===== config.mk =====
export PLATFORM = sky130hd
export DESIGN_NAME = multicycle_control_flat
export DESIGN_NICKNAME = d
export VERILOG_FILES = /design/src/rtl/mips_ctrl_pkg.sv /design/src/rtl/multicycle_control_if.sv /design/src/rtl/mem_wait_timer.sv /design/src/rtl/multicycle_control.sv /design/src/flat_wrapper.sv
export SDC_FILE = /design/constraint.sdc
export NUM_CORES = 1
export LEC_CHECK = 0
export ABC_AREA = 1
export CORE_MARGIN = 2
export CORE_UTILIZATION = 55
export CTS_BUF_LIST = sky130_fd_sc_hd__clkbuf_2
export DETAILED_ROUTE_END_ITERATION = 8
export PLACE_DENSITY = 0.84
export SYNTH_ARGS = -nofsm -noshare
export SYNTH_HDL_FRONTEND = slang
export SYNTH_SLANG_ARGS = --single-unit
export TNS_END_PERCENT = 50

===== constraint.sdc =====
create_clock -name clk_i -period 2.4 [get_ports clk_i]
set_input_delay 0.48 -clock clk_i [delete_from_list [all_inputs] [get_ports clk_i]]
set_output_delay 0.48 -clock clk_i [all_outputs]
set_load 0.1 [all_outputs]

===== src/rtl/mips_ctrl_pkg.sv =====
// Shared encodings for the multi-cycle MIPS control unit: opcodes, FSM states,
// datapath mux encodings, fault causes and the per-state Moore control word.
package mips_ctrl_pkg;

  localparam int unsigned OP_W = 6;

  localparam logic [OP_W-1:0] OP_RTYPE = 6'b000000;
  localparam logic [OP_W-1:0] OP_ADDI  = 6'b001000;
  localparam logic [OP_W-1:0] OP_LW    = 6'b100011;
  localparam logic [OP_W-1:0] OP_SW    = 6'b101011;
  localparam logic [OP_W-1:0] OP_BEQ   = 6'b000100;
  localparam logic [OP_W-1:0] OP_J     = 6'b000010;

  typedef enum logic [3:0] {
    S_IDLE, S_FETCH, S_DECODE, S_MEMADR, S_MEMRD, S_MEMWB, S_MEMWR,
    S_EXEC, S_RTWB, S_ADDIEX, S_ADDIWB, S_BRANCH, S_JUMP, S_FAULT
  } state_e;

  localparam logic [1:0] SRCB_RT     = 2'b00;
  localparam logic [1:0] SRCB_FOUR   = 2'b01;
  localparam logic [1:0] SRCB_IMM    = 2'b10;
  localparam logic [1:0] SRCB_IMM_SH = 2'b11;

  localparam logic [1:0] ALUOP_ADD   = 2'b00;
  localparam logic [1:0] ALUOP_SUB   = 2'b01;
  localparam logic [1:0] ALUOP_FUNCT = 2'b10;

  localparam logic [1:0] PCSRC_ALU    = 2'b00;
  localparam logic [1:0] PCSRC_ALUOUT = 2'b01;
  localparam logic [1:0] PCSRC_JUMP   = 2'b10;

  localparam logic [1:0] CAUSE_NONE    = 2'b00;
  localparam logic [1:0] CAUSE_ILLEGAL = 2'b01;
  localparam logic [1:0] CAUSE_TIMEOUT = 2'b10;

  // Moore part of the control outputs; pc_write here covers JUMP only.
  typedef struct packed {
    logic       iord;
    logic       mem_rd;
    logic       mem_wr;
    logic       reg_dst;
    logic       mem_to_reg;
    logic       reg_write;
    logic       alu_src_a;
    logic [1:0] alu_src_b;
    logic [1:0] alu_op;
    logic [1:0] pc_src;
    logic       pc_write;
    logic       pc_write_cond;
  } ctrl_t;

  // Control word presented while the FSM sits in state s.
  function automatic ctrl_t state_ctrl(state_e s);
    ctrl_t c;
    c = '0;
    case (s)
      S_FETCH: begin
        c.mem_rd    = 1'b1;
        c.alu_src_b = SRCB_FOUR;
        c.alu_op    = ALUOP_ADD;
        c.pc_src    = PCSRC_ALU;
      end
      S_DECODE: c.alu_src_b = SRCB_IMM_SH;
      S_MEMADR, S_ADDIEX: begin
        c.alu_src_a = 1'b1;
        c.alu_src_b = SRCB_IMM;
      end
      S_MEMRD: begin
        c.mem_rd = 1'b1;
        c.iord   = 1'b1;
      end
      S_MEMWB: begin
        c.reg_write  = 1'b1;
        c.mem_to_reg = 1'b1;
      end
      S_MEMWR: begin
        c.mem_wr = 1'b1;
        c.iord   = 1'b1;
      end
      S_EXEC: begin
        c.alu_src_a = 1'b1;
        c.alu_src_b = SRCB_RT;
        c.alu_op    = ALUOP_FUNCT;
      end
      S_RTWB: begin
        c.reg_write = 1'b1;
        c.reg_dst   = 1'b1;
      end
      S_ADDIWB: c.reg_write = 1'b1;
      S_BRANCH: begin
        c.alu_src_a     = 1'b1;
        c.alu_op        = ALUOP_SUB;
        c.pc_src        = PCSRC_ALUOUT;
        c.pc_write_cond = 1'b1;
      end
      S_JUMP: begin
        c.pc_src   = PCSRC_JUMP;
        c.pc_write = 1'b1;
      end
      default: ;
    endcase
    return c;
  endfunction

endpackage


===== src/rtl/multicycle_control_if.sv =====
// Control-unit bus: opcode/handshake inputs and datapath mux/enable outputs.
// master = control unit, slave = datapath/memory side.
interface multicycle_control_if #(parameter int unsigned CNT_W = 32);
  logic             start_i;
  logic [5:0]       Op_i;
  logic             MemReady_i;
  logic             IorD_o;
  logic             MemRd_o;
  logic             MemWr_o;
  logic             IRWrite_o;
  logic             RegDst_o;
  logic             MemtoReg_o;
  logic             RegWrite_o;
  logic             ALUSrcA_o;
  logic [1:0]       ALUSrcB_o;
  logic [1:0]       ALUOp_o;
  logic [1:0]       PCSrc_o;
  logic             PCWrite_o;
  logic             PCWriteCond_o;
  logic             Fault_o;
  logic [1:0]       FaultCause_o;
  logic [CNT_W-1:0] Retired_o;

  modport master (
    input  start_i, Op_i, MemReady_i,
    output IorD_o, MemRd_o, MemWr_o, IRWrite_o, RegDst_o, MemtoReg_o,
           RegWrite_o, ALUSrcA_o, ALUSrcB_o, ALUOp_o, PCSrc_o, PCWrite_o,
           PCWriteCond_o, Fault_o, FaultCause_o, Retired_o
  );

  modport slave (
    output start_i, Op_i, MemReady_i,
    input  IorD_o, MemRd_o, MemWr_o, IRWrite_o, RegDst_o, MemtoReg_o,
           RegWrite_o, ALUSrcA_o, ALUSrcB_o, ALUOp_o, PCSrc_o, PCWrite_o,
           PCWriteCond_o, Fault_o, FaultCause_o, Retired_o
  );
endinterface


===== src/rtl/mem_wait_timer.sv =====
// Memory wait counter: counts not-ready cycles, cleared on state entry.
// Ports: clk_i, rst_i (async active-low), clr, en, ready, timeout_c.
module mem_wait_timer #(
  parameter int unsigned MEM_TIMEOUT = 16
) (
  input  logic clk_i,
  input  logic rst_i,
  input  logic clr,
  input  logic en,
  input  logic ready,
  output logic timeout_c
);
  localparam int unsigned TW = 8;

  logic [TW-1:0] cnt_q;

  always_ff @(posedge clk_i or negedge rst_i) begin
    if (!rst_i)            cnt_q <= '0;
    else if (clr)          cnt_q <= '0;
    else if (en && !ready) cnt_q <= cnt_q + TW'(1);
  end

  assign timeout_c = (cnt_q == TW'(MEM_TIMEOUT - 1));
endmodule


===== src/rtl/multicycle_control.sv =====
// Multi-cycle MIPS control FSM with memory wait timeout, sticky fault and
// retired-instruction counter.
// Ports: clk_i, rst_i (async active-low), bus (multicycle_control_if.master).
module multicycle_control
  import mips_ctrl_pkg::*;
#(
  parameter int unsigned MEM_TIMEOUT = 16,
  parameter int unsigned CNT_W       = 32
) (
  input  logic                 clk_i,
  input  logic                 rst_i,
  multicycle_control_if.master bus
);
  state_e           state_q, state_d;
  ctrl_t            ctrl_q;
  logic             fault_q;
  logic [1:0]       cause_q, cause_d;
  logic [CNT_W-1:0] retired_q;
  logic             wait_state, timer_clr, timeout, retire, fetch_done;

  assign wait_state = (state_q == S_FETCH) || (state_q == S_MEMRD) || (state_q == S_MEMWR);
  assign timer_clr  = (state_d != state_q);
  assign fetch_done = (state_q == S_FETCH) && bus.MemReady_i;
  assign retire     = (state_q == S_MEMWB) || (state_q == S_RTWB) || (state_q == S_ADDIWB) ||
                      (state_q == S_BRANCH) || (state_q == S_JUMP) ||
                      ((state_q == S_MEMWR) && bus.MemReady_i);

  mem_wait_timer #(.MEM_TIMEOUT(MEM_TIMEOUT)) u_timer (
    .clk_i     (clk_i),
    .rst_i     (rst_i),
    .clr       (timer_clr),
    .en        (wait_state),
    .ready     (bus.MemReady_i),
    .timeout_c (timeout)
  );

  // Next-state and fault-cause selection.
  always_comb begin
    state_d = state_q;
    cause_d = cause_q;
    case (state_q)
      S_IDLE:   if (bus.start_i) state_d = S_FETCH;
      S_FETCH:  if (bus.MemReady_i) state_d = S_DECODE;
      S_DECODE: begin
        case (bus.Op_i)
          OP_RTYPE:     state_d = S_EXEC;
          OP_ADDI:      state_d = S_ADDIEX;
          OP_LW, OP_SW: state_d = S_MEMADR;
          OP_BEQ:       state_d = S_BRANCH;
          OP_J:         state_d = S_JUMP;
          default: begin
            state_d = S_FAULT;
            cause_d = CAUSE_ILLEGAL;
          end
        endcase
      end
      S_MEMADR: state_d = (bus.Op_i == OP_SW) ? S_MEMWR : S_MEMRD;
      S_MEMRD:  if (bus.MemReady_i) state_d = S_MEMWB;
      S_MEMWR:  if (bus.MemReady_i) state_d = S_FETCH;
      S_EXEC:   state_d = S_RTWB;
      S_ADDIEX: state_d = S_ADDIWB;
      S_MEMWB, S_RTWB, S_ADDIWB, S_BRANCH, S_JUMP: state_d = S_FETCH;
      S_FAULT:  state_d = S_FAULT;
      default:  state_d = S_IDLE;
    endcase
    // A ready in the last allowed cycle still wins over the timeout.
    if (wait_state && timeout && !bus.MemReady_i) begin
      state_d = S_FAULT;
      cause_d = CAUSE_TIMEOUT;
    end
  end

  // Moore outputs are registered from the next state so they track state_q.
  always_ff @(posedge clk_i or negedge rst_i) begin
    if (!rst_i) begin
      state_q   <= S_IDLE;
      ctrl_q    <= '0;
      fault_q   <= 1'b0;
      cause_q   <= CAUSE_NONE;
      retired_q <= '0;
    end else begin
      state_q <= state_d;
      ctrl_q  <= state_ctrl(state_d);
      fault_q <= (state_d == S_FAULT);
      cause_q <= cause_d;
      if (retire) retired_q <= retired_q + CNT_W'(1);
    end
  end

  assign bus.IorD_o        = ctrl_q.iord;
  assign bus.MemRd_o       = ctrl_q.mem_rd;
  assign bus.MemWr_o       = ctrl_q.mem_wr;
  assign bus.IRWrite_o     = fetch_done;
  assign bus.RegDst_o      = ctrl_q.reg_dst;
  assign bus.MemtoReg_o    = ctrl_q.mem_to_reg;
  assign bus.RegWrite_o    = ctrl_q.reg_write;
  assign bus.ALUSrcA_o     = ctrl_q.alu_src_a;
  assign bus.ALUSrcB_o     = ctrl_q.alu_src_b;
  assign bus.ALUOp_o       = ctrl_q.alu_op;
  assign bus.PCSrc_o       = ctrl_q.pc_src;
  assign bus.PCWrite_o     = ctrl_q.pc_write | fetch_done;
  assign bus.PCWriteCond_o = ctrl_q.pc_write_cond;
  assign bus.Fault_o       = fault_q;
  assign bus.FaultCause_o  = cause_q;
  assign bus.Retired_o     = retired_q;
endmodule


===== src/flat_wrapper.sv =====
// flat-port wrapper written by rule: the top's interface ports become plain ports
module multicycle_control_flat import mips_ctrl_pkg::*;
#(
  parameter int unsigned MEM_TIMEOUT = 16,
  parameter int unsigned CNT_W       = 32
)
  (clk_i, rst_i, bus_start_i, bus_Op_i, bus_MemReady_i, bus_IorD_o, bus_MemRd_o, bus_MemWr_o, bus_IRWrite_o, bus_RegDst_o, bus_MemtoReg_o, bus_RegWrite_o, bus_ALUSrcA_o, bus_ALUSrcB_o, bus_ALUOp_o, bus_PCSrc_o, bus_PCWrite_o, bus_PCWriteCond_o, bus_Fault_o, bus_FaultCause_o, bus_Retired_o);
  multicycle_control_if #(.CNT_W(CNT_W)) bus_i ();
  input  logic clk_i;
  input  logic rst_i;
  input wire logic [$bits(bus_i.start_i)-1:0] bus_start_i;
  input wire logic [$bits(bus_i.Op_i)-1:0] bus_Op_i;
  input wire logic [$bits(bus_i.MemReady_i)-1:0] bus_MemReady_i;
  output wire logic [$bits(bus_i.IorD_o)-1:0] bus_IorD_o;
  output wire logic [$bits(bus_i.MemRd_o)-1:0] bus_MemRd_o;
  output wire logic [$bits(bus_i.MemWr_o)-1:0] bus_MemWr_o;
  output wire logic [$bits(bus_i.IRWrite_o)-1:0] bus_IRWrite_o;
  output wire logic [$bits(bus_i.RegDst_o)-1:0] bus_RegDst_o;
  output wire logic [$bits(bus_i.MemtoReg_o)-1:0] bus_MemtoReg_o;
  output wire logic [$bits(bus_i.RegWrite_o)-1:0] bus_RegWrite_o;
  output wire logic [$bits(bus_i.ALUSrcA_o)-1:0] bus_ALUSrcA_o;
  output wire logic [$bits(bus_i.ALUSrcB_o)-1:0] bus_ALUSrcB_o;
  output wire logic [$bits(bus_i.ALUOp_o)-1:0] bus_ALUOp_o;
  output wire logic [$bits(bus_i.PCSrc_o)-1:0] bus_PCSrc_o;
  output wire logic [$bits(bus_i.PCWrite_o)-1:0] bus_PCWrite_o;
  output wire logic [$bits(bus_i.PCWriteCond_o)-1:0] bus_PCWriteCond_o;
  output wire logic [$bits(bus_i.Fault_o)-1:0] bus_Fault_o;
  output wire logic [$bits(bus_i.FaultCause_o)-1:0] bus_FaultCause_o;
  output wire logic [$bits(bus_i.Retired_o)-1:0] bus_Retired_o;
  assign bus_i.start_i = bus_start_i;
  assign bus_i.Op_i = bus_Op_i;
  assign bus_i.MemReady_i = bus_MemReady_i;
  assign bus_IorD_o = bus_i.IorD_o;
  assign bus_MemRd_o = bus_i.MemRd_o;
  assign bus_MemWr_o = bus_i.MemWr_o;
  assign bus_IRWrite_o = bus_i.IRWrite_o;
  assign bus_RegDst_o = bus_i.RegDst_o;
  assign bus_MemtoReg_o = bus_i.MemtoReg_o;
  assign bus_RegWrite_o = bus_i.RegWrite_o;
  assign bus_ALUSrcA_o = bus_i.ALUSrcA_o;
  assign bus_ALUSrcB_o = bus_i.ALUSrcB_o;
  assign bus_ALUOp_o = bus_i.ALUOp_o;
  assign bus_PCSrc_o = bus_i.PCSrc_o;
  assign bus_PCWrite_o = bus_i.PCWrite_o;
  assign bus_PCWriteCond_o = bus_i.PCWriteCond_o;
  assign bus_Fault_o = bus_i.Fault_o;
  assign bus_FaultCause_o = bus_i.FaultCause_o;
  assign bus_Retired_o = bus_i.Retired_o;
  multicycle_control #(.MEM_TIMEOUT(MEM_TIMEOUT), .CNT_W(CNT_W)) u_core (.clk_i(clk_i), .rst_i(rst_i), .bus(bus_i));
endmodule

==> reports/results.ini, run 1 <==
[drt]
first_iter_violations = 151
drt-pass1-iter-count = 5
drtAntennaViolNets = 0
avgRoutedWirePerCell_um = 13.8
route.vias.total = 3067
totalWireLength_um = 7980
drc = 0
viasPerCell = 5.31

[finish]
drive_above_1_share_pct = 23.1
area_growth_pct = 22.1
diodes = 0
num-nets-final = 511
fin_area_sq_mm = 0.00422
fin_util_pct = 70.5

[global_route]
overflow = 0
grt_most_used_layer = met2
grt_pass1_wl_um = 14100
grt_usage_pct = 25.1
grt_max_degree = 61
grt_pass1_vias = 3046
grt_use_met1_pct = 30.1
use_met3_pct = 5.07
antenna_found_initial = 0
gr-usage-met2_pct = 43.8

[logic_synthesis]
yosys.area.top_type = dfrtp_1
synth_edf_count = 0
avgSynthCellArea_sq_um = 8.14
synth.cell_area_sq_mm = 0.00346
synth.most_common_cell = nand2_1
synthDistinctLibCells = 38
synthArstFlopShare_pct = 100
synthCells = 425
ys.flop_type = dfrtp_1
syn-num-nets = 437
yosys-top-cells-count = nand2_1, dfrtp_1, inv_1, nor2_1, nand3_1
ys_ff_latch = 60
synthDominantCellAreaShare_pct = 43.4
synth_area_leaders = dfrtp_1, nand2_1, xor2_1
yosysWarnings = 0
yosysSeqAreaShare_pct = 43.4

[critical_path]
timing.rr.start = u_core.bus.Retired_o[0]$_DFFE_PN0P_
r2r_slack_ps = 440
path_delay_family = simple AND/OR/NAND/NOR gates
r2r-end = u_core.bus.Retired_o[9]$_DFFE_PN0P_
cp_max_fo = 7
critPathKind = flip-flop to output port
path_cells = inv_4 -> nor2_8 -> nand3_2 -> clkinvlp_4 -> or2_2 -> buf_12
rr_worst_depth = 7
cp.arrival_ps = 1830
end_kind = output port
cpPeakStageDelay_ps = 460
startpoint_type = flip-flop
crit_slowest_cell = dfrtp_2
worst-path-buf-inv = 3
required_ps = 1920

[timing]
fin_ws_ps = 86.2
hold_viol = 0
slew_violations = 0
min_period_over_period_pct = 96.4
fin_tns_setup_ps = 0
grt_setup_unrepaired = false
setup_viol = 0
slew_headroom_pct = 51.0
fin_crit_ps = 2310
finClkSkew_ps = 24.5
fmax_ghz = 0.432
worst_pin_slew_ps = 735

[clock_network]
cts_buffers = 9
clock-sinks = 60
cts_max_level = 3
cts.clk_slew.worst_paths_ps = 180
insertion_delay_ps = 510
cts-root-buf = clkbuf_2
clockBufferDepth = 2
cts_tree = done

[floorplan]
die_w_um = 83.3
die_y_um = 83.3
core_area_sq_mm = 0.00599
rows = 28
die_area_sq_mm = 0.00694
ios = 61
initial_core_util_pct = 57.7

[run_status]
status = completed

[pwr]
clkPwrFrac_pct = 15.5
p_leak_nw = 2.05
intPower_mw = 2.19
sequentialPowerShare_pct = 28.9
ir_drop_v = 0.00122
combPwrFrac_pct = 55.7
powerDensity_mw_per_mm2 = 1110
switching_share_pct = 53.4
switchingPower_mw = 2.50

[place]
dp_hpwl_um = 6000
pre_cts_slack_ps = 37.9
post_dp_cell_area_sq_mm = 0.00405
gp_congestion = 0.914
io_buffers = 60

[flow_run]
cap_violations = 0

[hold_path]
hp-class = input port to asynchronous set/reset pin

[per-stage QoR]
step,hold slack [ps],total power [mW],std cells
floorplan,184,3.35,425
global placement,487,3.86,559
detailed placement,469,3.91,559
CTS,82.6,4.66,574
global route,116,4.96,578
finish,82.8,4.69,578
[registers in the layout, indices dropped and copies added, names as in the netlist]
register                  cells
u_core.bus.MemRd_o            1
u_core.bus.RegWrite_o         1
u_core.state_q                4
u_core.bus.PCSrc_o            2
u_core.bus.Fault_o            1
u_core.bus.ALUSrcB_o          2
u_core.bus.ALUSrcA_o          1
u_core.bus.Retired_o         32
u_core.bus.MemWr_o            1
u_core.bus.FaultCause_o       2
u_core.bus.ALUOp_o            1
u_core.bus.RegDst_o           1
u_core.bus.IorD_o             1
u_core.bus.MemtoReg_o         1
u_core.u_timer.cnt_q          8
u_core.bus.PCWriteCond_o      1
[cell usage in the layout, fill, tap and decap left out, types with 2 or more instances in the layout]
cell type / netlist / layout
nand2_1: 98 / 98
buf_4: 3 / 58
dfrtp_1: 60 / 56
inv_1: 45 / 44
nor2_1: 43 / 43
nand3_1: 36 / 35
xor2_1: 26 / 26
nor3_1: 22 / 22
nand4_1: 18 / 18
nor2_2: 11 / 11
o21ai_0: 11 / 11
clkbuf_2: 0 / 10
xnor2_1: 9 / 9
clkdlybuf4s50_1: 0 / 8
a21oi_1: 5 / 5
dfrtp_2: 0 / 4
nor2_4: 3 / 3
nand2_2: 3 / 3
nor2_8: 2 / 2
inv_2: 3 / 2
nand3_4: 2 / 2
nand2_4: 2 / 2
nand3_2: 1 / 2
nor4_1: 2 / 2
clkinvlp_4: 0 / 2
or3b_2: 2 / 2
ha_1: 2 / 2
bufinv_16: 0 / 2
clkinv_2: 0 / 2
buf_12: 0 / 2
[cell type report]
class	instances	area (sq um)
Timing Repair Buffer	69	561
Multi-Input combinational cell	310	1730
Sequential cell	60	1510
Fill cell	488	1770
Tap cell	75	93.8
Inverter	49	203
Clock buffer	10	50.0
Clock inverter	5	77.6
[cells by family (layout without fill, tap and decap cells)]
family          Yosys count  count (layout)  share of synthesized area, %
flops                    60              60                          43.4
xor+xnor                 36              36                          9.33
mux                       1               1                         0.289
fa+ha+maj                 2               2                         0.723
buf+inv                  55             133                          6.69
simple gates            252             252                          36.6
compound gates           19              19                          2.97
[power by group through the flow]
stage / combinational (mW) / clock [mW] / sequential, mW
2_1_floorplan: 1.27 / 0 / 2.08
3_3_place_gp: 2.49 / 0 / 1.37
3_5_place_dp: 2.53 / 0 / 1.38
4_1_cts: 2.55 / 0.739 / 1.37
5_1_grt: 2.80 / 0.787 / 1.38
6_report: 2.61 / 0.725 / 1.35
[per-layer routing]
metal | wire, um | up-vias | part of all wire, %
li1 | - | 1517 | -
met1 | 3330 | 1437 | 42
met2 | 4060 | 96 | 51
met3 | 411 | 17 | 5.1
met4 | 185 | 0 | 2.3
met5 | 0 | - | 0
[repair_timing]
action / CTS / global route
buffers inserted: 0 / 4
cloned: 0 / 0
endpoints found under the setup margin: 2 / 1
resized for setup: 4 / 2
hold buffers: 0 / 0
[worst max-delay path by stage]
stage	from	endpoint	slack [ps]	cells after the start
6_report	u_core.state_q[0]$_DFF_PN0_	bus_PCWrite_o	90	6
3_3_place_gp	bus_MemReady_i	u_core.u_timer.cnt_q[5]$_DFFE_PN0P_	110	11
3_5_place_dp	bus_MemReady_i	u_core.u_timer.cnt_q[5]$_DFFE_PN0P_	40	11
2_1_floorplan	u_core.state_q[0]$_DFF_PN0_	bus_PCWrite_o	8	5
5_1_grt	u_core.state_q[0]$_DFF_PN0_	bus_PCWrite_o	9	6
4_1_cts	u_core.state_q[0]$_DFF_PN0_	bus_PCWrite_o	2	6
[worst reg2reg max path, stage by stage, from the launching register on]
cell and delay, ps:
dfrtp_1 510, inv_1 110, nor3_1 430, nand3_1 220
nor2_1 210, nand3_1 140, nor2_1 140, xor2_1 150
Power figures use the tool's default switching activity.
==> run 2: changes to the inputs <==
--- a/config.mk
+++ b/config.mk
@@ -5,12 +5,13 @@
 export SDC_FILE = /design/constraint.sdc
 export NUM_CORES = 1
 export LEC_CHECK = 0
-export ABC_AREA = 1
+export ABC_CLOCK_PERIOD_IN_PS = 2400
 export CORE_MARGIN = 2
-export CORE_UTILIZATION = 55
+export CORE_UTILIZATION = 53
 export CTS_BUF_LIST = sky130_fd_sc_hd__clkbuf_2
 export DETAILED_ROUTE_END_ITERATION = 8
-export PLACE_DENSITY = 0.84
+export PLACE_DENSITY = 0.83
+export SLEW_MARGIN = 15
 export SYNTH_ARGS = -nofsm -noshare
 export SYNTH_HDL_FRONTEND = slang
 export SYNTH_SLANG_ARGS = --single-unit
==> run 2 against run 1 <==
Register-to-register slack got worse by 190 ps. Core utilization increased by 0.88 points. Via count decreased by 18%. Critical path depth decreased by 1. Worst setup slack improved by 67 ps. Global-route usage decreased by 1.1 points. Count of clock-buffer cells in the layout decreased by 1. Clock power decreased by 19%. Critical path type unchanged. Largest power group unchanged.
==> reports/results.ini, run 2 <==
[drt]
drtAntennaViolNets = 0  ; unchanged
drc = 0  ; unchanged
drt-pass1-iter-count = 5  ; unchanged
avgRoutedWirePerCell_um = 14.6  ; +5.6%
first_iter_violations = 104  ; -31%
viasPerCell = 5.49  ; +3.4%
totalWireLength_um = 6650  ; -17%
route.vias.total = 2503  ; -18%

[place]
pre_cts_slack_ps = -120  ; -158 ps
dp_hpwl_um = 5120  ; -15%
dp_cells = 440  ; -21%
io_buffers = 60  ; unchanged
post_dp_cell_area_sq_mm = 0.00381  ; -6.1%
gp_congestion = 0.957  ; +4.7%

[global_route]
grt_pass1_wl_um = 11600  ; -18%
antenna_found_initial = 0  ; unchanged
grt_usage_pct = 24.0  ; -1.1 points
overflow = 0  ; unchanged
grt_max_degree = 28  ; -54%
grt_pass1_vias = 2537  ; -17%

[run_status]
status = completed

[clock_network]
cts-root-buf = clkbuf_2
clock-sinks = 60  ; unchanged
cts_setup_buffers = 0  ; unchanged
cts_buffers = 9  ; unchanged
insertion_delay_ps = 480  ; -30 ps
cts.clk_slew.worst_paths_ps = 170  ; about the same
clockBufferDepth = 2  ; unchanged
cts_max_level = 3  ; unchanged
cts_tree = done

[logic_synthesis]
synth.most_common_cell = dfrtp_1
synthDistinctLibCells = 56  ; +47%
ys_ff_latch = 60  ; unchanged
syn-num-nets = 298  ; -32%
synthCells = 286  ; -33%
ys.flop_type = dfrtp_1
yosys-top-cells-count = dfrtp_1, xnor2_1, nor2_1, nand2_1, nand3_1
yosysWarnings = 0  ; unchanged
synth_edf_count = 0  ; unchanged
avgSynthCellArea_sq_um = 10.6  ; +30%
yosys.area.top_type = dfrtp_1
synthArstFlopShare_pct = 100  ; unchanged
synthDominantCellAreaShare_pct = 49.5  ; +6.1 points
synth_area_leaders = dfrtp_1, xnor2_1, xor2_1
yosysSeqAreaShare_pct = 49.5  ; +6.1 points
synth.cell_area_sq_mm = 0.00303  ; -12%

[finish]
multi_input_area_sq_mm = 0.00148  ; -15%
largest_reg_flops = 32  ; unchanged
num-nets-final = 392  ; -23%
final_common_cell = buf_4
final_cell_mix = buf_4, dfrtp_1, xnor2_1, nor2_1, nand2_1
fill_cells = 432  ; -11%
drive_above_1_share_pct = 32.8  ; +9.8 points
register_area_sq_mm = 0.00151  ; +0.33%
fin_area_sq_mm = 0.00393  ; -6.9%
area_growth_pct = 29.6
fin_util_pct = 71.4  ; +0.88 points
final_cells = 456  ; -21%
diodes = 0  ; unchanged

[hold_path]
hp-class = input port to asynchronous set/reset pin

[timing]
fin_crit_ps = 2250  ; -66.5 ps
grt_setup_unrepaired = false
hold_viol = 0  ; unchanged
fmax_ghz = 0.445  ; +3.0%
fin_tns_setup_ps = 0  ; unchanged
fin_ws_ps = 153  ; +66.5 ps
slew_headroom_pct = 72.1  ; +21 points
min_period_over_period_pct = 93.6  ; -2.8 points
worst_pin_slew_ps = 418  ; -317 ps
slew_violations = 0  ; unchanged
finClkSkew_ps = 13.1  ; -11.4 ps
whs_ps = 406  ; +323 ps
setup_viol = 0  ; unchanged

[pwr]
intPower_mw = 2.09  ; -4.5%
combPwrFrac_pct = 55.3  ; -0.4 points
ir_drop_v = 0.000611  ; -50%
switching_share_pct = 49.5  ; -3.9 points
p_leak_nw = 1.90  ; -7.3%
powerDensity_mw_per_mm2 = 1050  ; -5.2%
clkPwrFrac_pct = 14.2  ; -1.3 points
sequentialPowerShare_pct = 30.5  ; +1.6 points
switchingPower_mw = 2.05  ; -18%
power_mw = 4.14  ; -12%

[floorplan]
die_w_um = 79.6  ; -4.4%
die_y_um = 79.6  ; -4.4%
ios = 61  ; unchanged
rows = 27  ; -3.6%
initial_core_util_pct = 55.1  ; -2.7 points
core_area_sq_mm = 0.00551  ; -8.1%
die_area_sq_mm = 0.00634  ; -8.6%

[critical_path]
cpPeakStageDelay_ps = 470  ; about the same
worst-path-buf-inv = 3  ; unchanged
cp_max_fo = 11  ; +4
critPathKind = flip-flop to output port
startpoint_type = flip-flop
required_ps = 1920  ; about the same
crit_slowest_cell = dfrtp_1
cp.arrival_ps = 1770  ; -60 ps
path_cells = buf_4 -> nor2_1 -> nand3_2 -> inv_1 -> buf_12
path_delay_family = buffers and inverters
end_kind = output port

[flow_run]
cap_violations = 0  ; unchanged

-- run 2: final timing paths --
check / start / to / slack (ps) / cells past startpoint
min reg2reg: u_core.bus.Retired_o[11]$_DFFE_PN0P_ / u_core.bus.Retired_o[11]$_DFFE_PN0P_ / 480 / 1
min in group clk_i: u_core.bus.Retired_o[11]$_DFFE_PN0P_ / u_core.bus.Retired_o[11]$_DFFE_PN0P_ / 480 / 1
min: rst_i / u_core.bus.Retired_o[10]$_DFFE_PN0P_ / 410 / 2
max in group asynchronous: rst_i / u_core.state_q[3]$_DFF_PN0_ / 1340 / 3
max: u_core.state_q[1]$_DFF_PN0_ / bus_IRWrite_o / 150 / 5
max reg2reg: u_core.state_q[2]$_DFF_PN0_ / u_core.bus.ALUSrcB_o[1]$_DFF_PN0_ / 250 / 6
-- run 2: what timing repair did --
item / in CTS / in global routing
endpoints found under the hold margin: 12 / 0
gates resized for setup: 0 / 4
setup endpoints to repair: 0 / 2
hold buffers: 1 / 0
-- run 2: logic make-up after synthesis --
kind of cell             synth area share (%)
multiplexers                             1.40
adder cells (fa/ha/maj)                 0.825
XOR/XNOR                                 11.3
buffers and inverters                    2.02
AND/OR/NAND/NOR                          24.7
AO/OA/AOI/OAI                            10.3
flip-flops                               49.5
-- run 2: per-layer routing --
layer | wire [um] | vias to the layer above | GRT usage (%)
li1 | - | 1195 | -
met4 | 208 | 0 | 14.1
met2 | 3300 | 84 | 39.3
met5 | 0 | - | 0
met3 | 354 | 23 | 4.64
met1 | 2780 | 1201 | 29.5
-- run 2: layout make-up --
class / instances / share of cell area (%)
clock buffers: 9 / 1.15
repair buffers: 90 / 18.4
flip-flops and latches: 60 / 38.5
inverters: 7 / 0.669
multi-input cells: 212 / 37.6
well taps: 72 / 2.29
clock inverters: 6 / 1.43
-- run 2: power groups by stage --
stage	clock, mW	sequential, mW	combinational, mW
finish	0.589	1.26	2.29
global placement	0	1.28	2.24
floorplan	0	1.92	0.977
detailed placement	0	1.28	2.27
CTS	0.605	1.26	2.27
global route	0.640	1.28	2.46
==> run 3: changes to the inputs <==
--- a/config.mk
+++ b/config.mk
@@ -14,5 +14,6 @@
 export SLEW_MARGIN = 15
 export SYNTH_ARGS = -nofsm -noshare
 export SYNTH_HDL_FRONTEND = slang
+export SYNTH_HIERARCHICAL = 1
 export SYNTH_SLANG_ARGS = --single-unit
 export TNS_END_PERCENT = 50
==> run 3 against run 2 <==
Routed wire length is 6.8% higher. Critical path depth grew 4. Sequential power is essentially flat. Cell count up 2.4%. Worst setup slack worse by 140 ps. Register-to-register slack lost 240 ps. Highest routed layer unchanged. Count of clock-buffer cells in the layout unchanged.
==> reports/results.ini, run 3 <==
[timing]
setup_viol = 0  ; unchanged
finClkSkew_ps = 17.5  ; +4.42 ps
fmax_ghz = 0.419  ; -5.9%
slew_headroom_pct = 70.5  ; -1.6 points
min_period_over_period_pct = 99.5  ; +5.8 points
fin_ws_ps = 12.8  ; -140 ps
whs_ps = 410  ; +4.72 ps
fin_crit_ps = 2390  ; +140 ps
grt_setup_unrepaired = true
hold_viol = 0  ; unchanged
fin_tns_setup_ps = 0  ; unchanged
slew_violations = 0  ; unchanged
worst_pin_slew_ps = 443  ; +24.4 ps

[logic_synthesis]
synthDistinctLibCells = 59  ; +5.4%
ys.flop_type = dfrtp_1
synth.cell_area_sq_mm = 0.00304  ; +0.12%
synthCells = 289  ; +1.0%
synth_edf_count = 0  ; unchanged
syn-num-nets = 301  ; +1.0%
synthArstFlopShare_pct = 100  ; unchanged
yosys-top-cells-count = dfrtp_1, nor2_1, nand2_1, xor2_1, nand3_1
yosys.area.top_type = dfrtp_1
synthDominantCellAreaShare_pct = 49.5  ; -0.061 points
yosysWarnings = 6  ; +6
synth.most_common_cell = dfrtp_1
ys_ff_latch = 60  ; unchanged
yosysSeqAreaShare_pct = 49.5  ; -0.061 points
synth_area_leaders = dfrtp_1, xor2_1, xnor2_1
avgSynthCellArea_sq_um = 10.5  ; -0.92%

[finish]
final_cell_mix = buf_4, dfrtp_1, nor2_1, nand2_1, xor2_1
area_growth_pct = 37.1
num-nets-final = 402  ; +2.6%
fill_cells = 362  ; -16%
drive_above_1_share_pct = 38.5  ; +5.7 points
fin_area_sq_mm = 0.00416  ; +5.9%
diodes = 0  ; unchanged
largest_reg_flops = 32  ; unchanged
final_common_cell = buf_4

[global_route]
grt_pass1_wl_um = 11500  ; -0.48%
grt_usage_pct = 23.5  ; -0.55 points
grt_pass1_vias = 2492  ; -1.8%
grt_max_degree = 23  ; -18%
antenna_found_initial = 0  ; unchanged
overflow = 0  ; unchanged

[floorplan]
die_area_sq_mm = 0.00635  ; +0.13%
ios = 61  ; unchanged
die_w_um = 79.7  ; about the same
rows = 27  ; unchanged
core_area_sq_mm = 0.00551  ; unchanged
die_y_um = 79.7  ; about the same
initial_core_util_pct = 55.1  ; +0.068 points

[pwr]
ir_drop_v = 0.000677  ; +11%
power_mw = 4.66  ; +13%
powerDensity_mw_per_mm2 = 1120  ; +6.3%
p_leak_nw = 2.05  ; +8.1%

[drt]
first_iter_violations = 203  ; +95%
route.vias.total = 2560  ; +2.3%
drc = 0  ; unchanged
drt-pass1-iter-count = 4  ; -1
avgRoutedWirePerCell_um = 15.2  ; +4.2%
totalWireLength_um = 7100  ; +6.8%
viasPerCell = 5.48  ; -0.13%
drtAntennaViolNets = 0  ; unchanged

[critical_path]
cp.arrival_ps = 2800  ; +1030 ps
end_kind = flip-flop
cp_max_fo = 5  ; -6
required_ps = 2810  ; +890 ps
r2r-end = u_core/u_timer/cnt_q[7]$_DFFE_PN0P_
r2r_slack_ps = 10  ; -240 ps
startpoint_type = flip-flop
timing.rr.start = u_core/u_timer/cnt_q[6]$_DFFE_PN0P_
critPathKind = flip-flop to flip-flop
rr_worst_depth = 9  ; +3

[hold_path]
hp-class = input port to asynchronous set/reset pin

[clock_network]
clockBufferDepth = 2  ; unchanged
cts_buffers = 9  ; unchanged
cts_max_level = 3  ; unchanged
clock-sinks = 60  ; unchanged
cts_tree = done
insertion_delay_ps = 510  ; +30 ps
cts.clk_slew.worst_paths_ps = 190  ; +20 ps
cts-root-buf = clkbuf_2

[place]
post_dp_cell_area_sq_mm = 0.00384  ; +0.89%
gp_congestion = 0.858  ; -10%
dp_hpwl_um = 4910  ; -4.2%
io_buffers = 60  ; unchanged
pre_cts_slack_ps = -581  ; -460 ps

[run_status]
status = completed

[flow_run]
cap_violations = 0  ; unchanged

-- run 3: cell count changes after synthesis, sizes merged, moves of 3 or more --
cell	delta
xnor2	-9
buf	+6
nor3	-6
xor2	+6
nand3	+4
or3	+4
a21oi	+3
and2	-3
and3	-3
nand2b	+3
nand4	-3
nor2b	-3
nor4	-3
-- run 3: cells by family after synthesis --
kind of cell             Yosys count  synth area share [%]
flip-flops                        60                  49.5
XOR/XNOR                          36                  10.4
buffers and inverters             20                  3.71
AO/OA/AOI/OAI                     40                  9.32
adder cells (fa/ha/maj)            3                  1.15
AND/OR/NAND/NOR                  124                  23.8
multiplexers                       6                  2.14
-- run 3: how the worst max path moves through the flow --
| stage | from | cells after the start | slack (ps) | to |
|---|---|---|---|---|
| 6_report | u_core/u_timer/cnt_q[6]$_DFFE_PN0P_ | 9 | 10 | u_core/u_timer/cnt_q[7]$_DFFE_PN0P_ |
| 4_1_cts | u_core/u_timer/cnt_q[6]$_DFFE_PN0P_ | 9 | 9 | u_core/u_timer/cnt_q[7]$_DFFE_PN0P_ |
| 3_5_place_dp | bus_Op_i[5] | 10 | -580 | u_core/u_timer/cnt_q[7]$_DFFE_PN0P_ |
| 2_1_floorplan | bus_Op_i[5] | 9 | -50 | u_core/u_timer/cnt_q[7]$_DFFE_PN0P_ |
| 3_3_place_gp | bus_Op_i[5] | 10 | -500 | u_core/u_timer/cnt_q[7]$_DFFE_PN0P_ |
| 5_1_grt | u_core/state_q[0]$_DFF_PN0_ | 9 | -30 | u_core/u_timer/cnt_q[7]$_DFFE_PN0P_ |
-- run 3: per-stage QoR --
stage,utilization (%),std cells
finish,75.6,467
global route,75.6,467
CTS,74.0,464
detailed placement,69.7,447
global placement,69.7,447
floorplan,-,289
-- run 3: where the power goes --
part	switching (mW)	total, mW	internal, mW
Combinational	1.68	2.54	0.864
Clock	0.412	0.868	0.456
Sequential	0.0958	1.25	1.15
Total	2.19	4.66	2.47
-- run 3: area by class of cell --
type	count	area, sq um	share of cell area [%]
well taps	72	90.1	2.17
inverters	7	26.3	0.632
multi-input cells	209	1540	36.9
repair buffers	103	828	19.9
clock inverters	7	124	2.98
clock buffers	9	45.0	1.08
flip-flops and latches	60	1510	36.3
-- run 3: worst max-delay path, cell delays in order (launching register included) --
cell       delay (ps)
dfrtp_1           420
or4_4             550
nor2_4            150
nand3b_4          130
o21ai_2           110
a21oi_2            90
nand3_2           120
inv_2              60
a2111oi_4         330
mux2_4            340
-- run 3: timing repair --
action	in CTS	in global routing
resized for setup	12	14
endpoints found under the hold margin	17	0
buffers inserted	0	3
pin swaps	3	3
setup endpoints to repair	4	4
hold buffers	1	0
gates cloned	0	0
-- run 3: layer usage --
layer,vias up,wire (um),track usage (%)
met5,-,0,0
met2,84,3510,37.3
li1,1212,-,-
met4,0,129,10.0
met3,14,403,6.00
met1,1250,3060,30.5
